<file path="src/rtl/add_seq_pkg.sv">
// add_seq_pkg: shared types and sizing for the multi-word add sequencer
package add_seq_pkg;
    localparam int SEQ_WIDTH = 8;
    localparam int SEQ_WORDS = 4;
    function automatic int cnt_w(input int words);
        return $clog2(words + 1);
    endfunction
    localparam int CNT_W = cnt_w(SEQ_WORDS);
    typedef enum logic {IDLE, BUSY} state_t;
    typedef struct packed {
        logic [SEQ_WIDTH-1:0] a;
        logic [SEQ_WIDTH-1:0] b;
        logic                 first;
        logic                 last;
        logic                 cin;
    } s1_t;
endpackage

</file>
<file path="src/rtl/add_word_sequencer.sv">
// add_word_sequencer: streams word pairs through an external adder, chaining carries across words
module add_word_sequencer
    import add_seq_pkg::*;
#(
    parameter int WIDTH = SEQ_WIDTH,
    parameter int WORDS = SEQ_WORDS
) (
    input  logic             clk,
    input  logic             rst_n,
    input  logic             in_valid,
    output logic             in_ready,
    input  logic [WIDTH-1:0] in_a,
    input  logic [WIDTH-1:0] in_b,
    input  logic             in_first,
    input  logic             in_last,
    input  logic             in_cin,
    output logic [WIDTH-1:0] add_a,
    output logic [WIDTH-1:0] add_b,
    output logic             add_cin,
    input  logic [WIDTH-1:0] add_sum,
    input  logic             add_cout,
    output logic             out_valid,
    input  logic             out_ready,
    output logic [WIDTH-1:0] out_sum,
    output logic             out_last,
    output logic             out_cout,
    output logic             err
);
    localparam int CW = cnt_w(WORDS);
    state_t        state, state_d;
    logic [CW-1:0] word_cnt, cnt_d, idx;
    s1_t           s1, s1_d;
    logic          s1_valid, carry_reg, s1_adv, acc, start, force_last, last_eff, err_d;
    assign s1_adv   = s1_valid & (~out_valid | out_ready);
    assign in_ready = ~s1_valid | s1_adv;
    assign acc      = in_valid & in_ready;
    assign add_a    = s1.a;
    assign add_b    = s1.b;
    assign add_cin  = s1.first ? s1.cin : carry_reg;
    // a word arriving in IDLE always opens an operand, with or without in_first
    always_comb begin
        start      = (state == IDLE) | in_first;
        idx        = start ? CW'(1) : word_cnt + CW'(1);
        force_last = ~in_last & (idx == CW'(WORDS));
        last_eff   = in_last | force_last;
        err_d      = acc & (((state == IDLE) & ~in_first) | ((state == BUSY) & in_first) | force_last);
        state_d    = acc ? (last_eff ? IDLE : BUSY) : state;
        cnt_d      = acc ? (last_eff ? '0 : idx) : word_cnt;
        s1_d       = '{a: in_a, b: in_b, first: start, last: last_eff, cin: in_first & in_cin};
    end
    always_ff @(posedge clk) begin
        if (!rst_n) begin
            state     <= IDLE;
            word_cnt  <= '0;
            s1        <= '0;
            s1_valid  <= 1'b0;
            out_valid <= 1'b0;
            out_sum   <= '0;
            out_last  <= 1'b0;
            out_cout  <= 1'b0;
            carry_reg <= 1'b0;
            err       <= 1'b0;
        end else begin
            state    <= state_d;
            word_cnt <= cnt_d;
            err      <= err_d;
            if (acc) begin
                s1       <= s1_d;
                s1_valid <= 1'b1;
            end else if (s1_adv) begin
                s1_valid <= 1'b0;
            end
            if (s1_adv) begin
                out_valid <= 1'b1;
                out_sum   <= add_sum;
                out_last  <= s1.last;
                out_cout  <= s1.last & add_cout;
                carry_reg <= add_cout;
            end else if (out_ready) begin
                out_valid <= 1'b0;
            end
        end
    end
endmodule

</file>
<file path="config.mk">
export PLATFORM = sky130hd
export DESIGN_NAME = add_word_sequencer
export DESIGN_NICKNAME = d
export VERILOG_FILES = /design/src/rtl/add_seq_pkg.sv /design/src/rtl/add_word_sequencer.sv
export SDC_FILE = /design/constraint.sdc
export NUM_CORES = 1
export LEC_CHECK = 0
export BUFFER_PORTS_ARGS = -buffer_cell sky130_fd_sc_hd__buf_2
export CAP_MARGIN = 40
export CORE_UTILIZATION = 48
export DETAILED_ROUTE_END_ITERATION = 12
export PLACE_DENSITY = 0.88
export SLEW_MARGIN = 15
export SYNTH_ARGS = -nofsm -noshare
export SYNTH_HDL_FRONTEND = slang
export SYNTH_SLANG_ARGS = --single-unit
export TNS_END_PERCENT = 100
</file>
<file path="constraint.sdc">
create_clock -name clk -period 1.75 [get_ports clk]
set_input_delay 0.0875 -clock clk [delete_from_list [all_inputs] [get_ports clk]]
set_output_delay 0.0875 -clock clk [all_outputs]
set_load 0.01 [all_outputs]
</file>
==> summary.txt <==
Synth
  • Leading post-synthesis cells by cell area: dfxtp_1 (46%), a21oi_1 (11%), o21ai_0 (9.4%)
  • Yosys warns: 0
  • Sequential area share after synthesis: 46.2%
  • Count of cell types in the netlist: 31
  • Post-Syn Nets: 224
  • Gate Count Post-Synth: 190
  • Top cell type by total area after synthesis: dfxtp_1
  • Synth Cell Area: 1600 um2
  • Yosys reg bits: 37
  • Avg Inst Size Synth: 8.44 um2
  • Top cell type's share of synthesized area: 46.2%

Worst setup path
  • CP endpoint kind: output pin
  • Worst reg2reg setup slack: 0.33 ns
  • Critical path type: reg -> out
  • Startpoint types: flip-flop
  • FF-to-FF Start: out_valid
  • Critical R2R Capture: word_cnt[2]
  • Worst path arrival time: 1.56 ns
  • Worst-path fanout max: 15
  • Req. time, crit path: 1.66 ns
  • Worst r2r path cells: 4

Floorplanning
  • Ports: 62
  • Row count: 20
  • Die width: 59.8 um
  • Core outline area: 3100 um2
  • Die height: 59.8 um
  • DIE AREA: 3580 um2
  • Initial Util: 51.7%

Timing
  • Clock Skews: 0.0154 ns
  • Slew headroom: 73.6%
  • Worst slew pin tran: 0.396 ns
  • Final period util: 94.2%
  • Worst setup margin: 0.101 ns
  • Final Max Slew Viols: 0
  • Final setup viols: 0
  • Final min period: 1.65 ns
  • Fmax: 606 MHz
  • Final Hold Vio Count: 0
  • Setup TNS: 0 ns
  • Hold_ws: 0.00366 ns
  • RSZ-0062 raised after global routing: false

Routing
  • Vias/cell: 5.34
  • DR pass1 iterations: 4
  • DRT Wirelength: 4050 um
  • Drt initial violations: 167
  • Remaining DRCs: 0
  • DR vias: 1,571
  • Routed wire per std cell: 13.8 um
  • Final ANT Viol Nets: 0

Finish
  • Final Cell Area: 2070 um2
  • Commonest non-fill, non-tap cell in the layout: buf_2
  • Area delta synth->final: 29.1%
  • Share of cells above drive strength 1: 31.6%
  • Fill count: 261
  • Inserted Diodes: 0
  • Final net count: 284
  • Most frequent cells in the layout: buf_2 (61), dfxtp_1 (37), a21oi_1 (34)

Global route
  • Global-route wire length before repair: 6140 um
  • Vias in the first global route: 1,455
  • Grt peak-use layer: met2
  • Grt ovf: 0
  • Met2 Usage GRT: 42.4%
  • Largest net degree at the start of global routing: 23
  • All-layer global routing usage: 22.7%
  • Met1 Use GR: 24.9%
  • Antenna violations before repair: 0
  • Met3 GRT Util: 4.55%

Placement
  • GPL Wtd Cong: 0.709
  • Worst slack, placed: 0.346 ns
  • PortBufs: 61
  • Dpl hpwl: 2420 um
  • DP Area: 1820 um2

Pwr
  • Leakage: 0.000916 uW
  • Logic pwr share: 14.2%
  • Pwr per Cell Area: 826 nW/um2
  • Net switching power: 417 uW
  • Sequential share of power: 53.0%
  • Sw Ratio: 24.4%
  • P_int: 1290 uW
  • Peak supply drop: 0.541 mV
  • Clock power share: 32.8%

Clocking
  • Postcts setup bufs: 0
  • CTS sink cnt: 37
  • CTS tree: built
  • CTS Root Cell: clkbuf_4
  • Post-cts gate resize count: 0
  • Worst-Skew Late Latency: 0.34 ns
  • Clock buffer depth: 2
  • CTS Buf Count: 5
  • Max H-tree Level: 2
  • Clock Pin Slew Worst Setup and Hold Paths: 0.10 ns

Min path
  • Hold Startpoint: add_sum[2]
  • Tightest Hold Check Type: in -> reg
  • Hold path cells: 3
  • Hold Path Sink: out_sum[2]

Job
  • Max-cap viol count: 0

Status
  • Status: finished, final reports clean
-- cell type report --
| class | count | area (um2) | area share (%) |
|---|---|---|---|
| Clock buffer | 5 | 37.5 | 1.81 |
| Tap cell | 44 | 55.1 | 2.66 |
| Inverter | 6 | 22.5 | 1.09 |
| Multi-Input combinational cell | 117 | 667 | 32.2 |
| Sequential cell | 37 | 741 | 35.8 |
| Clock inverter | 2 | 35.0 | 1.69 |
| Timing Repair Buffer | 83 | 513 | 24.8 |
-- how the worst max path moves through the flow --
| stage | startpoint | endpoint | cells after the start |
|---|---|---|---|
| global route | out_valid | in_ready | 4 |
| CTS | out_valid | in_ready | 4 |
| global placement | word_cnt[0] | word_cnt[1] | 4 |
| detailed placement | out_valid | word_cnt[2] | 4 |
| finish | out_valid | in_ready | 4 |
| floorplan | word_cnt[0] | word_cnt[1] | 4 |
-- power by group through the flow --
| stage | Combinational, uW | Sequential (uW) | Clock (uW) |
|---|---|---|---|
| final | 243 | 907 | 561 |
| after global routing | 268 | 912 | 599 |
| after CTS | 238 | 905 | 566 |
| after detailed placement | 208 | 924 | 0 |
| after global placement | 204 | 922 | 0 |
| after floorplan | 136 | 928 | 0 |
-- cell usage after synthesis --
cell type and instances:
o311ai_0 1, o32ai_1 1, nand2_1 1, nand2b_1 2, o211a_1 1, nor2b_1 1
nand4_1 2, clkbuf_1 9, inv_1 3, and2b_1 1, nor3_1 2, o211ai_1 1
ha_1 2, mux2_2 1, o221a_2 1, nand3_1 27, xnor2_1 1, buf_2 5
or4_1 1, a32o_1 1, o21ai_0 30, and3b_4 1, inv_2 2, a211oi_1 1
dfxtp_1 37, nand3b_1 2, a21oi_1 34, clkinv_1 1, buf_4 16, nor2_2 1
buf_1 1
-- critical path, stage by stage (launching register included) --
cell	delay, ns
dfxtp_1	0.42
and3b_4	0.32
inv_2	0.15
buf_4	0.20
buf_2	0.14
-- cell families after synthesis --
family,Yosys count,synth area share [%]
buffers and inverters,37,12.8
xor gates and xnor gates,1,0.546
muxes,1,0.702
adders and majority gates,2,1.56
and+or+nand+nor,41,14.3
AOI/OAI and AO/OA,71,23.9
DFF,37,46.2
-- stage by stage --
stage	util [%]	instances	power, uW
final	66.7	294	1710
after global routing	66.7	294	1780
after CTS	66.5	293	1710
after detailed placement	58.6	269	1130
after global placement	58.6	269	1130
after floorplan	-	190	1060
-- metal layers --
metal | wire [um] | vias up
li1 | - | 782
met1 | 1730 | 719
met2 | 2030 | 66
met3 | 256 | 4
met4 | 34 | 0
met5 | 0 | -
-- timing repair --
| action | CTS | global route |
|---|---|---|
| hold endpoints to repair | 17 | 0 |
| hold buffers | 17 | 0 |
| endpoints found under the setup margin | 0 | 1 |
Note: power is estimated with default switching activity, not from simulation.
